===== src/rtl/data_regbank.sv =====
// data_regbank: 16-word register bank feeding the data-memory read mux, with registered select and sequential clear
module data_regbank #(
   parameter int               WIDTH   = 16,
   parameter logic [WIDTH-1:0] CLR_VAL = '0
) (
   input  logic             CLK,
   input  logic             RST_N,
   input  logic             WR_EN,
   input  logic [3:0]       WR_ADDR,
   input  logic [WIDTH-1:0] WR_DATA,
   input  logic             RD_REQ,
   input  logic [3:0]       RD_ADDR,
   input  logic             CLR_REQ,
   output logic [3:0]       SEL,
   output logic             RD_VALID,
   output logic             BUSY,
   output logic [WIDTH-1:0] Q0,
   output logic [WIDTH-1:0] Q1,
   output logic [WIDTH-1:0] Q2,
   output logic [WIDTH-1:0] Q3,
   output logic [WIDTH-1:0] Q4,
   output logic [WIDTH-1:0] Q5,
   output logic [WIDTH-1:0] Q6,
   output logic [WIDTH-1:0] Q7,
   output logic [WIDTH-1:0] Q8,
   output logic [WIDTH-1:0] Q9,
   output logic [WIDTH-1:0] Q10,
   output logic [WIDTH-1:0] Q11,
   output logic [WIDTH-1:0] Q12,
   output logic [WIDTH-1:0] Q13,
   output logic [WIDTH-1:0] Q14,
   output logic [WIDTH-1:0] Q15
);
   typedef enum logic {IDLE, CLEAR} state_t;
   state_t           state, state_nx;
   logic [3:0]       cnt, cnt_nx;
   logic [WIDTH-1:0] mem [16];
   logic             idle_go, wr_go, rd_go;
   // Requests are only honoured in IDLE, and a clear request pre-empts both
   assign idle_go = (state == IDLE) && !CLR_REQ;
   assign wr_go   = idle_go && WR_EN;
   assign rd_go   = idle_go && RD_REQ;
   assign BUSY    = (state == CLEAR);
   // State and clear-counter registers
   always_ff @(posedge CLK or negedge RST_N) begin
      if (!RST_N) begin
         state <= IDLE;
         cnt   <= '0;
      end else begin
         state <= state_nx;
         cnt   <= cnt_nx;
      end
   end
   // Next state: enter CLEAR on request, walk all 16 words, leave after word 15 (counter wraps to 0)
   always_comb begin
      state_nx = state;
      cnt_nx   = cnt;
      if (state == IDLE) begin
         if (CLR_REQ) begin
            state_nx = CLEAR;
            cnt_nx   = '0;
         end
      end else begin
         cnt_nx   = cnt + 4'd1;
         state_nx = (cnt == 4'd15) ? IDLE : CLEAR;
      end
   end
   // Word storage: one word cleared per cycle during CLEAR, otherwise single-cycle writes
   always_ff @(posedge CLK or negedge RST_N) begin
      if (!RST_N) begin
         for (int i = 0; i < 16; i++) mem[i] <= '0;
      end else if (state == CLEAR) begin
         mem[cnt] <= CLR_VAL;
      end else if (wr_go) begin
         mem[WR_ADDR] <= WR_DATA;
      end
   end
   // Read select and strobe land on the same edge as any write, giving write-first behaviour
   always_ff @(posedge CLK or negedge RST_N) begin
      if (!RST_N) begin
         SEL      <= '0;
         RD_VALID <= 1'b0;
      end else begin
         RD_VALID <= rd_go;
         if (rd_go) SEL <= RD_ADDR;
      end
   end
   assign Q0  = mem[0];
   assign Q1  = mem[1];
   assign Q2  = mem[2];
   assign Q3  = mem[3];
   assign Q4  = mem[4];
   assign Q5  = mem[5];
   assign Q6  = mem[6];
   assign Q7  = mem[7];
   assign Q8  = mem[8];
   assign Q9  = mem[9];
   assign Q10 = mem[10];
   assign Q11 = mem[11];
   assign Q12 = mem[12];
   assign Q13 = mem[13];
   assign Q14 = mem[14];
   assign Q15 = mem[15];
endmodule


===== config.mk =====
export PLATFORM = sky130hd
export DESIGN_NAME = data_regbank
export DESIGN_NICKNAME = d
export VERILOG_FILES = /design/src/rtl/data_regbank.sv
export SDC_FILE = /design/constraint.sdc
export NUM_CORES = 1
export LEC_CHECK = 0
export CORE_ASPECT_RATIO = 1.5
export CORE_MARGIN = 2
export CORE_UTILIZATION = 49
export DETAILED_ROUTE_END_ITERATION = 8
export HOLD_SLACK_MARGIN = 0.03
export PLACE_DENSITY = 0.8
export SLEW_MARGIN = 20
export SYNTH_ARGS = -nofsm -noshare
export SYNTH_HDL_FRONTEND = slang
export SYNTH_SLANG_ARGS = --single-unit

===== constraint.sdc =====
create_clock -name CLK -period 2.54 [get_ports CLK]
set_clock_uncertainty 0.1 [all_clocks]
set_input_delay 0.508 -clock CLK [delete_from_list [all_inputs] [get_ports CLK]]
set_output_delay 0.508 -clock CLK [all_outputs]
set_load 0.02 [all_outputs]

==> results.cfg <==
[clock_network]
cts_tree = built
cts.repair.resized = 0
clk_latency_ps = 510
cts_max_level = 1
clockBufferDepth = 3
root_buffer = clkbuf_16
post_cts_buffers = 0
cts_inserted_buffers = 24
clk_pin_slew_worst_paths_ps = 60
clock-sinks = 266

[timing]
layout_setup_ws_ps = 109
timing_worst_slew_pin_value_ps = 791
slew_headroom = 0.470
max_freq_mhz = 411
timing.final.crit_share = 0.957
min_period_ps = 2430
fin_setup_tns_ps = 0
rsz0062_at_grt = false
setup_viol = 0
hold_viol = 0
slew_viol_final = 0

[setup_path]
start_kind = flop
path_class = reg2out
arrival_ps = 1820
cp_max_fo = 26
cp-startpoint = BUSY$_DFF_PN0_
crit_path_end_kind = primary output
reg2reg_slack_ps = 420
r2r-start = cnt[0]$_DFFE_PN0P_
cp.required_ps = 1930

[die]
die_h_um = 189
num_rows = 67
die_x_um = 127
ioPinCount = 291
start_util = 0.501
core_um2 = 22400
die_area_um2 = 24100

[placement]
globalplace.congestion = 0.862
portBuffers = 290
placed_area_um2 = 14700
hpwlAfterDp_um = 24400
pre_cts_slack_ps = -31.6

[yosys]
synth_compound_area_frac = 0.0665
synth_top_family_by_area = multiplexers
synthAdderAreaFrac = 0.00670
synth_cells = 1011
ys_seq_area_frac = 0.594
synth_edf_count = 0
synthesis.nets = 1046
yosys.area_share.simple = 0.141
synthXorXnorAreaFrac = 0.00156
async_flop_share = 1.00
synthMuxAreaShare = 0.148
synth-seq-cells = 266
ys.flop_type = dfrtp_1
syn_area_um2 = 11200
ys_warn_count = 0
ys_types = 43
avgSynthCellArea_um2 = 11.1

[layout]
fin_nets = 1340
layout_commonest_cell = clkdlybuf4s50_1
fillers = 1627
num_antenna_cells = 0
area_growth_pct = 37.8
final_cell_mix = clkdlybuf4s50_1 (289), dfrtp_1 (266), nand2_1 (227)
fin_area_um2 = 15400
drive_above_1_share = 0.0887

[route]
postRouteAntennaNets = 0
first_pass_iters = 5
drt_iter0_markers = 541
vias_per_cell = 5.64
wl_um = 34300
routedWlPerCell_um = 21.5
num_vias = 8998
drc_errors = 0

[global_routing]
overflow = 0
grt_max_degree = 82
grt_pass1_vias = 9336
grt_first_pass_wirelength_um = 53600
antenna_found_initial = 0
track_usage = 0.285

[worst_hold_path]
min_from = SEL[0]$_DFFE_PN0P_
min_path_type = reg2reg

[pwr]
leakage_nw = 7.31
p_per_area_nw_per_um2 = 1210
ir_worst_vdd_uv = 831

[run_status]
outcome = finished, final reports clean

[flow_run]
cap_violations = 0
-- where the power goes --
group          internal [mW]  leakage, nW  switching, mW
Clock                   1.92        0.364           1.57
Combinational           3.70         3.36           4.44
Sequential              5.88         3.59           1.11
-- cells by family after synthesis --
kind of cell | after synthesis
adders and majority gates | 6
DFF | 266
xor gates and xnor gates | 2
muxes | 165
AOI/OAI and AO/OA | 131
buffers and inverters | 103
and+or+nand+nor | 338
-- metrics by stage --
stage                     power (mW)  instances   util  hold WS [ps]
after floorplan                 10.7       1011      -           112
after global placement          15.0       1554  0.656           390
after detailed placement        15.2       1554  0.656           396
after CTS                       18.7       1595  0.690           412
after global routing            19.6       1595  0.690           430
final                           18.6       1595  0.690           409
-- layout make-up --
cell class	instances	area [um^2]	area share
timing repair buffer	353	3520	0.228
inverter	18	67.6	0.00438
clock buffer	35	702	0.0455
tap	276	345	0.0224
multi-input combinational	642	4100	0.266
clock inverter	5	50.0	0.00324
sequential	266	6660	0.431
-- cell usage after synthesis (3+ instances only) --
cell,n,area share
o211ai_1,32,0.021
nand3_1,66,0.029
nor2_1,3,0.0010
o21ai_1,3,0.0013
buf_4,4,0.0027
nand2_1,227,0.076
dfrtp_1,266,0.59
mux2i_1,160,0.14
nand4bb_1,4,0.0040
mux2_2,5,0.0050
nand4_1,4,0.0022
nand4b_1,9,0.0070
buf_6,3,0.0030
buf_2,17,0.0076
ha_1,6,0.0067
o21ai_0,93,0.042
inv_1,18,0.0060
clkbuf_1,56,0.019
-- critical path: stages (launching register included) --
cell             delay, ps
dfrtp_1                350
buf_4                  280
clkdlybuf4s50_1        670
-- timing repair --
action                                  CTS  global route
hold buffers                              1             0
endpoints found under the hold margin    69             0
endpoints found under the setup margin    0             0
-- final timing paths --
path | endpoint | depth (start not counted)
setup / recovery | BUSY | 2
hold / removal | SEL[0]$_DFFE_PN0P_ | 1
setup reg to reg | Q3[10]$_DFFE_PN0P_ | 4
hold reg to reg | SEL[0]$_DFFE_PN0P_ | 1
max in group asynchronous | Q4[7]$_DFFE_PN0P_ | 3
min in group asynchronous | Q0[10]$_DFFE_PN0P_ | 2
-- per-layer routing --
layer	part of all wire	global-route usage
met5	0	0
met4	0.057	0.146
met3	0.067	0.0554
met2	0.51	0.484
met1	0.37	0.343
No activity file was read; power rests on OpenSTA's default activity.
